$ cat config.mk
export PLATFORM = sky130hd
export DESIGN_NAME = directory_controller
export DESIGN_NICKNAME = d
export VERILOG_FILES = /design/src/rtl/dir_pkg.sv /design/src/rtl/dir_storage.sv /design/src/rtl/directory_controller.sv
export SDC_FILE = /design/constraint.sdc
export NUM_CORES = 1
export LEC_CHECK = 0
export ABC_AREA = 1
export CORE_MARGIN = 4
export CORE_UTILIZATION = 35
export DETAILED_ROUTE_END_ITERATION = 8
export SLEW_MARGIN = 5
export SYNTH_ARGS = -nofsm -noshare
export SYNTH_HDL_FRONTEND = slang
export SYNTH_SLANG_ARGS = --single-unit
$ cat constraint.sdc
create_clock -name clk -period 2.9 [get_ports clk]
set_input_delay 0.58 -clock clk [delete_from_list [all_inputs] [get_ports clk]]
set_output_delay 0.58 -clock clk [all_outputs]
set_load 0.02 [all_outputs]
$ cat src/rtl/dir_pkg.sv
// Shared encodings for the MSI home-node directory: entry states, request and
// message types, the controller FSM states and a small popcount helper.
package dir_pkg;

    typedef enum logic [1:0] {
        DIR_UNCACHED = 2'b01,
        DIR_SHARED   = 2'b10,
        DIR_MODIFIED = 2'b11
    } dirState_t;

    typedef enum logic [1:0] {
        REQ_WRITE_BACK = 2'b00,
        REQ_READ_MISS  = 2'b01,
        REQ_WRITE_MISS = 2'b10,
        REQ_INVALIDATE = 2'b11
    } reqType_t;

    typedef enum logic [1:0] {
        MSG_NONE             = 2'b00,
        MSG_INVALIDATE       = 2'b01,
        MSG_FETCH            = 2'b10,
        MSG_FETCH_INVALIDATE = 2'b11
    } msgType_t;

    typedef enum logic [2:0] {
        FSM_IDLE,
        FSM_LOOKUP,
        FSM_SEND,
        FSM_WAIT_ACK,
        FSM_REPLY
    } fsmState_t;

    function automatic logic [4:0] popCount16(input logic [15:0] v);
        logic [4:0] count;
        count = '0;
        for (int i = 0; i < 16; i++) begin
            count = count + 5'(v[i]);
        end
        return count;
    endfunction

endpackage

$ cat src/rtl/dir_storage.sv
// Directory entry store: one {state, sharers} register per block, one
// combinational read port, one write port, cleared to UNCACHED on reset.
module dir_storage
    import dir_pkg::*;
#(
    parameter int NUM_NODES  = 4,
    parameter int NUM_BLOCKS = 16,
    parameter int ADDR_W     = $clog2(NUM_BLOCKS)
) (
    input  logic                 clk,
    input  logic                 reset,
    input  logic [ADDR_W-1:0]    rdAddr,
    output logic [1:0]           rdState,
    output logic [NUM_NODES-1:0] rdSharers,
    input  logic                 wrEn,
    input  logic [ADDR_W-1:0]    wrAddr,
    input  logic [1:0]           wrState,
    input  logic [NUM_NODES-1:0] wrSharers
);

    logic [1:0]           stateArr   [NUM_BLOCKS];
    logic [NUM_NODES-1:0] sharersArr [NUM_BLOCKS];

    generate
        for (genvar gi = 0; gi < NUM_BLOCKS; gi++) begin : gEntry
            logic [1:0]           stateReg;
            logic [NUM_NODES-1:0] sharersReg;

            always_ff @(posedge clk) begin
                if (reset) begin
                    stateReg   <= DIR_UNCACHED;
                    sharersReg <= '0;
                end else if (wrEn && (wrAddr == ADDR_W'(gi))) begin
                    stateReg   <= wrState;
                    sharersReg <= wrSharers;
                end
            end

            assign stateArr[gi]   = stateReg;
            assign sharersArr[gi] = sharersReg;
        end
    endgenerate

    assign rdState   = stateArr[rdAddr];
    assign rdSharers = sharersArr[rdAddr];

endmodule

$ cat src/rtl/directory_controller.sv
// MSI home-node directory controller: one request at a time, sends
// invalidate/fetch messages, collects acks, replies with the granted state.
// Optional statistic counters are built when DIR_STATS_EN is defined.
module directory_controller
    import dir_pkg::*;
#(
    parameter int NUM_NODES  = 4,
    parameter int NUM_BLOCKS = 16,
    parameter int STAT_W     = 16,
    parameter int NODE_W     = $clog2(NUM_NODES),
    parameter int ADDR_W     = $clog2(NUM_BLOCKS)
) (
    input  logic                 clk,
    input  logic                 reset,
    input  logic                 req_valid,
    output logic                 req_ready,
    input  logic [NODE_W-1:0]    req_node,
    input  logic [1:0]           req_type,
    input  logic [ADDR_W-1:0]    req_addr,
    output logic                 msg_valid,
    input  logic                 msg_ready,
    output logic [1:0]           msg_type,
    output logic [NUM_NODES-1:0] msg_dest,
    output logic [ADDR_W-1:0]    msg_addr,
    input  logic                 ack_valid,
    input  logic [NODE_W-1:0]    ack_node,
    output logic                 mem_wb,
    output logic                 reply_valid,
    output logic [NODE_W-1:0]    reply_node,
    output logic [1:0]           reply_state,
    output logic [STAT_W-1:0]    stat_inval,
    output logic [STAT_W-1:0]    stat_fetch
);

    fsmState_t stateReg, stateNext;

    logic [NODE_W-1:0]    nodeReg;
    logic [1:0]           typeReg;
    logic [ADDR_W-1:0]    addrReg;
    logic [1:0]           msgTypeReg;
    logic [NUM_NODES-1:0] msgDestReg;
    logic [ADDR_W-1:0]    msgAddrReg;
    logic [NUM_NODES-1:0] pendingReg;
    logic [1:0]           finalStateReg;
    logic [NUM_NODES-1:0] finalSharersReg;
    logic                 msgCaseReg;
    logic                 fetchReg;
    logic                 replyEnReg;
    logic [NODE_W-1:0]    replyNodeReg;
    logic [1:0]           replyStateReg;
    logic                 memWbReg;

    logic [1:0]           curState;
    logic [NUM_NODES-1:0] curSharers;
    logic                 wrEn;
    logic [1:0]           wrState;
    logic [NUM_NODES-1:0] wrSharers;

    dir_storage #(
        .NUM_NODES (NUM_NODES),
        .NUM_BLOCKS(NUM_BLOCKS),
        .ADDR_W    (ADDR_W)
    ) uStorage (
        .clk      (clk),
        .reset    (reset),
        .rdAddr   (addrReg),
        .rdState  (curState),
        .rdSharers(curSharers),
        .wrEn     (wrEn),
        .wrAddr   (addrReg),
        .wrState  (wrState),
        .wrSharers(wrSharers)
    );

    // Lookup decision: what the captured request does to the current entry.
    logic [NUM_NODES-1:0] reqMask;
    logic                 isRead;
    logic                 isMiss;
    logic                 luNeedMsg;
    logic [1:0]           luMsgType;
    logic [NUM_NODES-1:0] luDest;
    logic [1:0]           luState;
    logic [NUM_NODES-1:0] luSharers;
    logic                 luReplyEn;
    logic [1:0]           luReplyState;
    logic                 luWb;
    logic                 luFetch;

    always_comb begin
        reqMask      = NUM_NODES'(1) << nodeReg;
        isRead       = (typeReg == REQ_READ_MISS);
        isMiss       = (typeReg != REQ_WRITE_BACK);
        luNeedMsg    = 1'b0;
        luMsgType    = MSG_NONE;
        luDest       = '0;
        luState      = curState;
        luSharers    = curSharers;
        luReplyEn    = 1'b0;
        luReplyState = DIR_SHARED;
        luWb         = 1'b0;
        luFetch      = 1'b0;
        case (curState)
            DIR_SHARED: begin
                if (isRead) begin
                    luSharers    = curSharers | reqMask;
                    luReplyEn    = 1'b1;
                    luReplyState = DIR_SHARED;
                end else if (isMiss) begin
                    luDest       = curSharers & ~reqMask;
                    luNeedMsg    = |luDest;
                    luMsgType    = MSG_INVALIDATE;
                    luState      = DIR_MODIFIED;
                    luSharers    = reqMask;
                    luReplyEn    = 1'b1;
                    luReplyState = DIR_MODIFIED;
                end
            end
            DIR_MODIFIED: begin
                if (curSharers == reqMask) begin
                    if (isMiss) begin
                        luReplyEn    = 1'b1;
                        luReplyState = DIR_MODIFIED;
                    end else begin
                        luWb      = 1'b1;
                        luState   = DIR_UNCACHED;
                        luSharers = '0;
                    end
                end else if (isMiss) begin
                    // The owner's copy must come home before anyone else is granted.
                    luNeedMsg = 1'b1;
                    luFetch   = 1'b1;
                    luDest    = curSharers;
                    luReplyEn = 1'b1;
                    if (isRead) begin
                        luMsgType    = MSG_FETCH;
                        luState      = DIR_SHARED;
                        luSharers    = curSharers | reqMask;
                        luReplyState = DIR_SHARED;
                    end else begin
                        luMsgType    = MSG_FETCH_INVALIDATE;
                        luState      = DIR_MODIFIED;
                        luSharers    = reqMask;
                        luReplyState = DIR_MODIFIED;
                    end
                end
            end
            default: begin
                if (isMiss) begin
                    luState      = isRead ? DIR_SHARED : DIR_MODIFIED;
                    luSharers    = reqMask;
                    luReplyEn    = 1'b1;
                    luReplyState = isRead ? DIR_SHARED : DIR_MODIFIED;
                end
            end
        endcase
    end

    logic [NUM_NODES-1:0] ackMask;
    logic [NUM_NODES-1:0] pendingAfter;

    always_comb begin
        ackMask      = ack_valid ? (NUM_NODES'(1) << ack_node) : '0;
        pendingAfter = pendingReg & ~ackMask;
        stateNext    = stateReg;
        case (stateReg)
            FSM_IDLE:     if (req_valid) stateNext = FSM_LOOKUP;
            FSM_LOOKUP:   stateNext = luNeedMsg ? FSM_SEND : FSM_REPLY;
            FSM_SEND:     if (msg_ready) stateNext = FSM_WAIT_ACK;
            FSM_WAIT_ACK: if (pendingAfter == '0) stateNext = FSM_REPLY;
            FSM_REPLY:    stateNext = FSM_IDLE;
            default:      stateNext = FSM_IDLE;
        endcase
    end

    // Entry commits at LOOKUP when no message is needed, otherwise after the acks.
    assign wrEn      = ((stateReg == FSM_LOOKUP) && !luNeedMsg) ||
                       ((stateReg == FSM_REPLY) && msgCaseReg);
    assign wrState   = (stateReg == FSM_LOOKUP) ? luState : finalStateReg;
    assign wrSharers = (stateReg == FSM_LOOKUP) ? luSharers : finalSharersReg;

    always_ff @(posedge clk) begin
        if (reset) begin
            stateReg        <= FSM_IDLE;
            nodeReg         <= '0;
            typeReg         <= '0;
            addrReg         <= '0;
            msgTypeReg      <= '0;
            msgDestReg      <= '0;
            msgAddrReg      <= '0;
            pendingReg      <= '0;
            finalStateReg   <= '0;
            finalSharersReg <= '0;
            msgCaseReg      <= 1'b0;
            fetchReg        <= 1'b0;
            replyEnReg      <= 1'b0;
            replyNodeReg    <= '0;
            replyStateReg   <= '0;
            memWbReg        <= 1'b0;
        end else begin
            stateReg <= stateNext;
            memWbReg <= ((stateReg == FSM_LOOKUP) && luWb) ||
                        ((stateReg == FSM_REPLY) && msgCaseReg && fetchReg);
            if ((stateReg == FSM_IDLE) && req_valid) begin
                nodeReg <= req_node;
                typeReg <= req_type;
                addrReg <= req_addr;
            end
            if (stateReg == FSM_LOOKUP) begin
                finalStateReg   <= luState;
                finalSharersReg <= luSharers;
                msgCaseReg      <= luNeedMsg;
                fetchReg        <= luFetch;
                replyEnReg      <= luReplyEn;
                if (luNeedMsg) begin
                    msgTypeReg <= luMsgType;
                    msgDestReg <= luDest;
                    msgAddrReg <= addrReg;
                end
                if (luReplyEn) begin
                    replyNodeReg  <= nodeReg;
                    replyStateReg <= luReplyState;
                end
            end
            if ((stateReg == FSM_SEND) && msg_ready) begin
                pendingReg <= msgDestReg;
            end
            if (stateReg == FSM_WAIT_ACK) begin
                pendingReg <= pendingAfter;
            end
        end
    end

    assign req_ready   = (stateReg == FSM_IDLE);
    assign msg_valid   = (stateReg == FSM_SEND);
    assign msg_type    = msgTypeReg;
    assign msg_dest    = msgDestReg;
    assign msg_addr    = msgAddrReg;
    assign mem_wb      = memWbReg;
    assign reply_valid = (stateReg == FSM_REPLY) && replyEnReg;
    assign reply_node  = replyNodeReg;
    assign reply_state = replyStateReg;

`ifdef DIR_STATS_EN
    localparam int SUM_W = STAT_W + 1;

    logic [STAT_W-1:0] statInvalReg;
    logic [STAT_W-1:0] statFetchReg;
    logic              msgAccept;
    logic [4:0]        destCount;
    logic [SUM_W-1:0]  invalSum;
    logic [SUM_W-1:0]  fetchSum;

    always_comb begin
        msgAccept = (stateReg == FSM_SEND) && msg_ready;
        destCount = popCount16(16'(msgDestReg));
        invalSum  = {1'b0, statInvalReg} + SUM_W'(destCount);
        fetchSum  = {1'b0, statFetchReg} + SUM_W'(1);
    end

    always_ff @(posedge clk) begin
        if (reset) begin
            statInvalReg <= '0;
            statFetchReg <= '0;
        end else if (msgAccept) begin
            if ((msgTypeReg == MSG_INVALIDATE) || (msgTypeReg == MSG_FETCH_INVALIDATE)) begin
                statInvalReg <= invalSum[STAT_W] ? '1 : invalSum[STAT_W-1:0];
            end
            if ((msgTypeReg == MSG_FETCH) || (msgTypeReg == MSG_FETCH_INVALIDATE)) begin
                statFetchReg <= fetchSum[STAT_W] ? '1 : fetchSum[STAT_W-1:0];
            end
        end
    end

    assign stat_inval = statInvalReg;
    assign stat_fetch = statFetchReg;
`else
    assign stat_inval = '0;
    assign stat_fetch = '0;
`endif

endmodule

---- After elaboration in Yosys (flattened, before gate mapping) ----
Index checks and enable logic that the tools add are counted.
word-level totals
  memory bits (writable) .................. 0
  bits in read-only memories .............. 0
  memories ................................ 0
  logic and storage cells ................. 173
  latch bits .............................. 0
  register bits ........................... 135
  output and inout port bits .............. 50
cells by class
  reduce and logical (&&, ||, !) cells .... 35
  add/subtract/negate cells ............... 0
  bitwise gates (word level) .............. 6
  muxes and demuxes ....................... 55
  eq/ne operators ......................... 26
  multipliers ............................. 0
  shifts and indexed selects .............. 2
  divide/modulo/power cells ............... 0
  magnitude comparators ................... 1
operators by type and width
  operator               number
  $mux W4                15
  $eq A4 B4 Y1 const B   8
  $logic_and A1 B1 Y1    23
  $mux W2                11
  $bmux W4 S4            1
  $eq A4 B3 Y1 const B   4
  $mux W1                16
  $pmux W4 S2            2
  $mux W3                4
  $pmux W2 S2            3
  $pmux W3 S4            1
  $and A4 B4 Y4          2
  $bmux W2 S4            1
  $eq A4 B2 Y1 const B   2
  $logic_not A4 Y1       2
  $not A4 Y4             2
  $shl A1 B2 Y4 const A  2
  $eq A3 B2 Y1 const B   2
  $ge A5 B5 Y1 const B   1
  $not A4 Y5             1
  $eq A2 B2 Y1 const B   2
  $eq A4 B1 Y1 const B   1
  $eq A4 B4 Y1           1
  $ne A2 B2 Y1 const B   2
  other kinds (13)       16

---- Longest topological paths before layout ----
Gate-level depths: netlist (run 1).
  depth in word-level cells ............... 13
  depth in mapped cells ................... 25

---- Hierarchy ----
From an unflattened synthesis (run 1), not the netlist that was laid out.
second synthesis, totals
  cells, all modules ...................... 1035
  area, all modules ....................... 7044.3 um2
by module, submodules not included
  module                area each (um2)  instances  cells an instance
  dir_storage           4631.9           1          690
  directory_controller  2412.3           1          345

---- Least setup slack after synthesis (run 1) ----
No wires, ideal clock.
  path kind ............................... reg2reg
  start ................................... register addrReg[0]
  end ..................................... register uStorage.gEntry[13].stateReg[0]
  cell stages (with the launch flop) ...... 23
  buffers on the path ..................... 5
  arrival time ............................ 2.590 ns
  required time ........................... 2.783 ns
  setup time .............................. 0.117 ns
  period minus slack after synthesis ...... 2.706 ns
  setup slack ............................. 0.194 ns
  cells stage by stage .................... dfxtp_1 -> buf_6 -> buf_6 -> buf_2 -> o21ai_0 -> nand2_1 -> nand2_1 -> nand2_1 -> nand2_1 -> nor2_2 -> ha_1 -> nor2_1 -> nand2_1 -> nand2_1 -> inv_1 -> nand3_2 -> nand3_2 -> nand2_4 -> buf_6 -> nand2_2 -> buf_6 -> a21oi_1 -> nand2_1
on the way
  longest elaborated chain between the ends .. 13
  elaborated cells between the ends (all ways) .. 28
RTL lines
  item                                        line                                  source
  start, declared                             directory_controller.sv:39            logic [ADDR_W-1:0] addrReg;
  start signal, assigned                      directory_controller.sv:206           addrReg <= req_addr;
  $not A4 Y5 (implied by the code)            dir_storage.sv:44, dir_storage.sv:45
  $bmux W4 S4                                 dir_storage.sv:45                     assign rdSharers = sharersArr[rdAddr];
  $mux W4 (implied by the code) (2 in a row)  dir_storage.sv:45
  $and A4 B4 Y4                               directory_controller.sv:109           luDest = curSharers & ~reqMask;
  $reduce_or A4 Y1                            directory_controller.sv:110           luNeedMsg = |luDest;
  $mux W1                                     directory_controller.sv:108           end else if (isMiss) begin
  $mux W1                                     directory_controller.sv:104           if (isRead) begin
  $pmux W1 S2                                 directory_controller.sv:102           case (curState)
  $logic_not A1 Y1                            directory_controller.sv:176           assign wrEn = ((stateReg == FSM_LOOKUP) && !luNeedMsg) ||
  $logic_and A1 B1 Y1                         directory_controller.sv:176
  $logic_or A1 B1 Y1                          directory_controller.sv:176
  $logic_and A1 B1 Y1                         dir_storage.sv:33                     end else if (wrEn && (wrAddr == ADDR_W'(gi))) begin
  end signal, assigned                        dir_storage.sv:34                     stateReg <= wrState;
  end, declared                               dir_storage.sv:26                     logic [1:0] stateReg;
Several ways; a longest one is shown, not always the timed one. The select of a mux whose other input is x is not followed.
A chain may end at the register's enable or synchronous reset.

---- Final worst setup path (run 1) ----
  start ................................... register addrReg[0]
  end ..................................... register uStorage.gEntry[12].stateReg[0]
on the way
  longest elaborated chain between the ends .. 13
  elaborated cells between the ends (all ways) .. 28
RTL lines
  item                                        line
  $not A4 Y5 (implied by the code)            dir_storage.sv:44, dir_storage.sv:45
  $bmux W4 S4                                 dir_storage.sv:45
  $mux W4 (implied by the code) (2 in a row)  dir_storage.sv:45
  $and A4 B4 Y4                               directory_controller.sv:109
  $reduce_or A4 Y1                            directory_controller.sv:110
  $mux W1                                     directory_controller.sv:108
  $mux W1                                     directory_controller.sv:104
  $pmux W1 S2                                 directory_controller.sv:102
  $logic_not A1 Y1                            directory_controller.sv:176
  $logic_and A1 B1 Y1                         directory_controller.sv:176
  $logic_or A1 B1 Y1                          directory_controller.sv:176
  $logic_and A1 B1 Y1                         dir_storage.sv:33
  end signal, assigned                        dir_storage.sv:34
  end, declared                               dir_storage.sv:26
Several ways; a longest one is shown, not always the timed one. The select of a mux whose other input is x is not followed.

==> out/metrics.csv, run 1 <==
stage,metric,value,unit
power,cell internal pwr,3610,uW
global_routing,vias in the first global route,6611,
synth,biggest area consumer among synthesized cells,dfxtp_1,
synth,number of synthesized flops with an enable pin,0,
floorplan,site row count,54,
run_status,outcome,"complete, no violations",
timing,Hold Worst Slack,0.464,ns
global_routing,first-pass GRT wire length,34.3,mm
drt,post-route ant nets,0,
power,Gate power share,0.221,
clocking,clk_lat worst skew,0.43,ns
clocking,CTS root buffer,clkbuf_16,
power,sw frac,0.318,
clocking,CTS tree,yes,
floorplan,initial core utilization,0.356,
power,sequential power share,0.369,
layout,fillers,2226,
place,Final HPWL DP,14.2,mm
layout,"most common cell after layout, fill and taps aside",nand2_1,
synth,Synth warnings,0,
timing,Slew Limit Fails,0,
timing,Finish-stage setup viols,0,
worst_setup_path,Critical Path Fanout Max,14,
global_routing,Global Route Usage Sum,0.175,
synth,Mapped Area,0.00777,mm^2
worst_setup_path,crit path DAT,3.12,ns
timing,max_slew headroom,0.589,
global_routing,total grt overflow,0,
worst_setup_path,cells on worst reg2reg path,22,
timing,fin crit period,2.80,ns
power,P per Cell Area,564,mW/mm^2
global_routing,largest net degree at the start of global routing,47,
timing,Fmax,357,MHz
floorplan,Core Footprint,0.0218,mm^2
synth,"Seq/Total Area, Yosys",0.348,
clocking,"Hold-fix buffers, CTS",0,
synth,top-area cell type share of the netlist area,0.348,
synth,Synth Flop Type,dfxtp_1,
power,Clk pwr share,0.410,
drt,drt pass-1 iters,5,
drt,vias post-DR,7357,
timing,"Period Utilization, post-route",0.966,
min_path,Hold Crit Depth,2,
synth,mean post-synth cell area,6.26,um^2
place,Port Buf Inserts,32,
drt,Total Wirelength,21.6,mm
layout,share of cells above drive strength 1,0.146,
worst_setup_path,critical path class,reg -> reg,
power,worst vdd ir,0.427,mV
clocking,CTS H-Tree Depth,4,
worst_setup_path,CP required,3.22,ns
timing,Final Hold Viols,0,
clocking,Clock Pin Slew Worst Setup and Hold Paths,0.06,ns
clocking,cts bufs inserted,17,
global_routing,initial antenna violation count,0,
power,Net Sw Power,1690,uW
drt,DRC viols,0,
synth,Netlist cell types,38,
floorplan,die height,157,um
power,Pleak,0.00463,uW
synth,Syn Inst Count,1240,
synth,Seq cells post-synth,135,
layout,most frequent cells in the layout,"nand2_1, nor2_1, dfxtp_1, inv_1, a21oi_1",
drt,vias per cell,4.68,
floorplan,DIE AREA,0.0246,mm^2
clocking,clock sink count,135,
drt,Wirelength per Cell,13.8,um
synth,Synth area leaders,"dfxtp_1, nand2_1, nor2_1",
worst_setup_path,crit path capture type,flip-flop,
timing,Least-Margin Pin Slew,0.616,ns
timing,RSZ-0062 raised after global routing,true,
drt,1st-iter DRT viols,438,
clocking,CTS Buffer Depth,2,
timing,setup TNS,0,ns
run,Max Cap Viol,0,
layout,ant diodes,0,
min_path,worst hold path class,reg -> reg,
timing,Clock Skew,0.00801,ns
place,GP Congestion,0.880,
worst_setup_path,Worst setup SP type,flip-flop,
floorplan,I/O Pins,65,
floorplan,Die Span X,157,um
layout,Area Growth Syn to Fin,21.0,%
layout,Nets,1301,
synth,fraction of registers with async set/reset,0,
==> cell type report <==
cell class	count	area, um^2	area share
inverter	131	494	0.0526
multi-input combinational	902	4240	0.451
timing repair buffer	91	1020	0.108
clock buffer	18	439	0.0467
clock inverter	14	151	0.0161
tap	280	350	0.0373
sequential	135	2710	0.288
==> layer usage <==
| metal | vias up | track usage | wire (um) | share of wire |
|---|---|---|---|---|
| met4 | 0 | 0.0595 | 364 | 0.017 |
| met1 | 3322 | 0.240 | 10100 | 0.47 |
| li1 | 3822 | - | - | - |
| met2 | 190 | 0.277 | 9850 | 0.46 |
| met5 | - | 0 | 0 | 0 |
| met3 | 23 | 0.0338 | 1340 | 0.062 |
==> cell usage after synthesis, types with 3 or more instances <==
cell type	number
buf_4	32
ha_1	8
clkbuf_1	16
nand2_2	19
nand3_1	25
buf_6	25
nor2_4	3
o221ai_1	4
buf_1	5
nor3_1	3
inv_2	5
nand3_2	3
o21ai_1	5
nor2_2	5
a21oi_1	101
buf_2	25
o22ai_1	4
dfxtp_1	135
or2_2	5
a211oi_1	4
nor2_1	146
inv_1	123
o21ai_0	20
nand3_4	3
nand2_1	480
nand4_1	22
==> worst paths after layout <==
path                                                  end                                        start  slack (ns)
max          uStorage.gEntry[12].stateReg[0]$_SDFFE_PP1P_                      addrReg[0]$_SDFFE_PP0P_         0.1
min           uStorage.gEntry[0].stateReg[0]$_SDFFE_PP1P_  uStorage.gEntry[0].stateReg[0]$_SDFFE_PP1P_        0.46
max reg2reg  uStorage.gEntry[12].stateReg[0]$_SDFFE_PP1P_                      addrReg[0]$_SDFFE_PP0P_         0.1
min reg2reg   uStorage.gEntry[0].stateReg[0]$_SDFFE_PP1P_  uStorage.gEntry[0].stateReg[0]$_SDFFE_PP1P_        0.46
==> flip-flops by register name, indices dropped and copies added (netlist names), 3 cells and up <==
register,count
msg_addr,4
pendingReg,4
addrReg,4
msg_dest,4
uStorage.gEntry.sharersReg,64
uStorage.gEntry.stateReg,32
finalSharersReg,4
stateReg,3
==> power groups by stage <==
stage               clock, uW  combinational (uW)  sequential [uW]
global placement            0                1020             1990
detailed placement          0                1020             1990
finish                   2170                1170             1950
global route             2300                1280             1960
CTS                      2210                1030             1950
floorplan                   0                 695             1980
==> critical path, cell delays in order (launching register included) <==
cell and delay, ns:
dfxtp_4 0.38, buf_4 0.15, clkbuf_16 0.17, nand2_1 0.06, nand2_1 0.05, nand2_1 0.05
nand2_1 0.06, nand2_1 0.08, nand2_2 0.07, nor2_4 0.14, ha_1 0.26, nor2_2 0.12
nand2_2 0.08, nand2_2 0.10, inv_1 0.07, nand3_2 0.09, nand3_4 0.11, nand2_8 0.12
buf_6 0.11, clkbuf_16 0.14, nand2_8 0.08, a21oi_2 0.15, nand2_1 0.05
==> metrics by stage <==
stage          utilization  setup WS, ns  area (um^2)  power, uW  cells
2_1_floorplan            -         0.194         7880       2680   1271
3_3_place_gp         0.381       -0.0245         8320       3010   1523
3_5_place_dp         0.381       -0.0339         8320       3020   1523
4_1_cts              0.408       -0.0105         8910       5190   1555
5_1_grt              0.431       -0.0951         9400       5540   1571
6_report             0.431        0.0978         9400       5300   1571
==> repair_timing <==
action                                  CTS  global route
gates cloned                              0             3
resized for setup                         2            80
endpoints found under the hold margin     0             0
endpoints found under the setup margin   83           107
setup buffers                             0            13
pin swaps                                 0            21
==> cell families after synthesis <==
family,synth area share
and+or+nand+nor,0.383
AOI/OAI and AO/OA,0.0983
other,0.000483
buffers and inverters,0.157
DFF,0.348
adders and majority gates,0.0129
No activity file was read; power rests on OpenSTA's default activity.
==> run 2: changes to the inputs <==
--- a/config.mk
+++ b/config.mk
@@ -6,10 +6,12 @@
 export NUM_CORES = 1
 export LEC_CHECK = 0
 export ABC_AREA = 1
+export CAP_MARGIN = 20
 export CORE_MARGIN = 4
 export CORE_UTILIZATION = 35
 export DETAILED_ROUTE_END_ITERATION = 8
 export SLEW_MARGIN = 5
 export SYNTH_ARGS = -nofsm -noshare
 export SYNTH_HDL_FRONTEND = slang
+export SYNTH_HIERARCHICAL = 1
 export SYNTH_SLANG_ARGS = --single-unit
==> constraint.sdc (replaced) <==
create_clock -name clk -period 2.6 [get_ports clk]
set_input_delay 0.52 -clock clk [delete_from_list [all_inputs] [get_ports clk]]
set_output_delay 0.52 -clock clk [all_outputs]
set_load 0.02 [all_outputs]
==> out/metrics.csv, run 2 <==
stage,metric,value,unit,change
timing,RSZ-0062 raised after global routing,true,,
min_path,worst hold path class,reg -> reg,,
global_routing,initial antenna violation count,0,,unchanged
synth,number of synthesized flops with an enable pin,0,,unchanged
timing,Final Hold Viols,0,,unchanged
drt,vias post-DR,7080,,-3.8%
layout,"most common cell after layout, fill and taps aside",nand2_1,,
layout,max reg flops,64,,unchanged
layout,fin area,0.00970,mm^2,+3.2%
timing,Slew Limit Fails,0,,unchanged
power,P per Cell Area,660,mW/mm^2,+17%
synth,Adder-Cell Fraction of Synth Area,0.0142,,+0.00132
synth,xor and xnor area share after synthesis,0,,unchanged
worst_setup_path,crit path capture type,flip-flop,,
floorplan,Core Footprint,0.0197,mm^2,-9.9%
floorplan,initial core utilization,0.358,,+0.00249
clocking,clk_lat worst skew,0.42,ns,about the same
drt,post-route ant nets,0,,unchanged
synth,Syn Inst Count,1035,,-17%
synth,post-synthesis mux area share,0,,unchanged
timing,Clock Skew,0.00692,ns,-0.00108 ns
drt,DRC viols,0,,unchanged
synth,most instantiated cells after synthesis,"nand2_1, inv_1, dfxtp_1",,
global_routing,total grt overflow,0,,unchanged
run_status,violations in the final reports,setup timing,,
synth,Synth Flop Type,dfxtp_1,,
drt,drt pass-1 iters,6,,+1
worst_setup_path,critical path class,reg -> reg,,
layout,Largest regs,"uStorage/gEntry.sharersReg x64, uStorage/gEntry.stateReg x32",,
timing,setup TNS,-28.61,ns,-28.61 ns
clocking,clock sink count,135,,unchanged
synth,Synth area leaders,"dfxtp_1, nand2_1, inv_1",,
run,Max Cap Viol,0,,unchanged
layout,most frequent cells in the layout,"nand2_1, dfxtp_1, inv_1, nor2_1",,
timing,Least-Margin Pin Slew,0.686,ns,+0.0693 ns
timing,Hold Worst Slack,0.451,ns,-0.0125 ns
worst_setup_path,Worst setup SP type,flip-flop,,
layout,Reg with most FFs,uStorage/gEntry.sharersReg,,
drt,Wirelength per Cell,15.2,um,+11%
synth,biggest area consumer among synthesized cells,dfxtp_1,,
synth,mean post-synth cell area,6.81,um^2,+8.7%
place,Port Buf Inserts,32,,unchanged
global_routing,Global Route Usage Sum,0.193,,+0.0180
floorplan,DIE AREA,0.0225,mm^2,-8.8%
worst_setup_path,CP required,2.95,ns,-0.27 ns
synth,fraction of registers with async set/reset,0,,unchanged
synth,cell with the most instances after synthesis,nand2_1,,
power,worst vdd ir,0.488,mV,+14%
timing,"Period Utilization, post-route",1.16,,+0.194
layout,Area Growth Syn to Fin,37.7,%,
clocking,Clock Pin Slew Worst Setup and Hold Paths,0.06,ns,about the same
synth,Synth warnings,6,,+6
clocking,CTS root buffer,clkbuf_16,,
layout,fillers,1916,,-14%
clocking,cts bufs inserted,17,,unchanged
global_routing,first-pass GRT wire length,34.4,mm,+0.10%
place,GP Congestion,0.865,,-1.7%
timing,max_slew headroom,0.541,,-0.0479
run_status,outcome,"complete, but fails checks",,
layout,Multi-input gate area,0.00383,mm^2,-9.7%
synth,"Seq/Total Area, Yosys",0.384,,+0.0357
layout,Post-Layout Cell Count,1442,,-8.2%
power,Pleak,0.00430,uW,-7.2%
worst_setup_path,Critical Path Fanout Max,13,,-1
synth,Seq cells post-synth,135,,unchanged
clocking,CTS Buffer Depth,2,,unchanged
timing,Fmax,332,MHz,-7.1%
synth,Compound-Gate Fraction of Synth Area,0.153,,+0.0548
timing,Finish-stage setup viols,110,,+110
timing,fin crit period,3.02,ns,+0.214 ns
drt,1st-iter DRT viols,591,,+35%
drt,Total Wirelength,22.0,mm,+1.5%
worst_setup_path,crit path DAT,3.37,ns,+0.25 ns
layout,FF+latch area,0.00271,mm^2,about the same
layout,ant diodes,0,,unchanged
floorplan,die height,150,um,-4.5%
synth,top-area cell type share of the netlist area,0.384,,+0.0357
clocking,CTS tree,yes,,
layout,Nets,1191,,-8.5%
floorplan,Die Span X,150,um,-4.5%
layout,Final Util,0.493,,+0.0629
layout,share of cells above drive strength 1,0.255,,+0.109
global_routing,vias in the first global route,6669,,+0.88%
timing,fin worst setup slack,-0.416,ns,-0.514 ns
drt,vias per cell,4.91,,+4.8%
synth,post-synthesis simple-gate area fraction,0.294,,-0.0892
place,post-placement cell area,0.00819,mm^2,-1.5%
synth,Mapped Area,0.00704,mm^2,-9.3%
place,Final HPWL DP,13.6,mm,-4.6%
floorplan,site row count,51,,-5.6%
clocking,CTS H-Tree Depth,4,,unchanged
synth,Netlist cell types,39,,+2.6%
place,dpl cells,1373,,-9.8%
synth,largest family of logic cells by synthesized area,simple AND/OR/NAND/NOR gates,,
floorplan,I/O Pins,65,,unchanged
global_routing,largest net degree at the start of global routing,83,,+77%
run 2: cell count changes after synthesis, moves of 20 or more:
cell | before | now
nand3_1 | 25 | 101
buf_6 | 25 | 2
nand2_1 | 480 | 205
a21oi_1 | 101 | 63
nor2_1 | 146 | 115
nand4_1 | 22 | 2
o21ai_0 | 20 | 96
run 2: stage by stage:
step                setup WS, ns  power, uW
detailed placement        -0.445       3800
finish                    -0.416       6400
global route              -0.550       6680
CTS                       -0.258       6260
floorplan                 -0.121       3150
global placement          -0.446       3800
run 2: worst paths after layout:
kind / from / endpoint / slack [ns] / depth (start not counted)
worst max-delay path: addrReg[0]$_SDFFE_PP0P_ / uStorage/gEntry[9].sharersReg[0]$_SDFFE_PP0P_ / -0.42 / 22
worst min-delay path: uStorage/gEntry[2].sharersReg[0]$_SDFFE_PP0P_ / uStorage/gEntry[2].sharersReg[0]$_SDFFE_PP0P_ / 0.45 / 2
worst max register to register: addrReg[0]$_SDFFE_PP0P_ / uStorage/gEntry[9].sharersReg[0]$_SDFFE_PP0P_ / -0.42 / 22
worst min register to register: uStorage/gEntry[2].sharersReg[0]$_SDFFE_PP0P_ / uStorage/gEntry[2].sharersReg[0]$_SDFFE_PP0P_ / 0.45 / 2
run 2: report_power, final:
group / switching, uW / internal (uW) / leakage (uW)
combinational: 1180 / 910 / 0.00296
clock: 863 / 1240 / 0.000244
sequential: 53.9 / 2150 / 0.00109
total: 2100 / 4300 / 0.00430
run 2: cell families (layout without fill, tap and decap cells):
kind of cell | Yosys count | count (layout)
adders and majority gates | 8 | 8
other | 1 | 32
buffers and inverters | 235 | 342
and+or+nand+nor | 458 | 462
AOI/OAI and AO/OA | 198 | 198
DFF | 135 | 135
run 2: area by class of cell:
type                            count  share of cell area
Tap cell                          265              0.0342
Sequential cell                   135               0.279
Inverter                          154              0.0636
Clock buffer                       23              0.0483
Clock inverter                      5             0.00284
Timing Repair Buffer              160               0.177
Multi-Input combinational cell    700               0.395
run 2: worst max-delay path, cell delays in order, from the launching register on:
cell and delay [ns]:
dfxtp_4 0.48, buf_6 0.15, buf_16 0.13, nand2_1 0.07, nand3_1 0.10, nand3_2 0.09
nand3_2 0.09, nand2_2 0.08, buf_4 0.15, ha_1 0.18, inv_1 0.10, nand3_1 0.12
nand2_2 0.10, nand2_4 0.05, inv_2 0.04, nand2_2 0.05, nand2_2 0.08, buf_12 0.13
nand3_4 0.13, nor2_4 0.26, buf_12 0.14, o21ai_0 0.07, nor2_1 0.13
run 2: per-layer routing:
layer | wire (um) | GRT usage
met4 | 515 | 0.0672
met1 | 9970 | 0.262
met3 | 1310 | 0.0448
met2 | 10200 | 0.301
met5 | 0 | 0
run 2: what timing repair did:
item / CTS / global route
gates resized for setup: 138 / 39
gates cloned: 9 / 3
setup buffers: 20 / 11
pin swaps: 55 / 12
hold buffers: 0 / 0
setup endpoints to repair: 103 / 115
==> run 3: changes to the inputs <==
--- a/config.mk
+++ b/config.mk
@@ -6,6 +6,7 @@
 export NUM_CORES = 1
 export LEC_CHECK = 0
 export ABC_AREA = 1
+export ABC_CLOCK_PERIOD_IN_PS = 2600
 export CAP_MARGIN = 20
 export CORE_MARGIN = 4
 export CORE_UTILIZATION = 35
==> results of run 3 <==
Same layout as run 2: the final DEF is identical, and so are final timing and power.
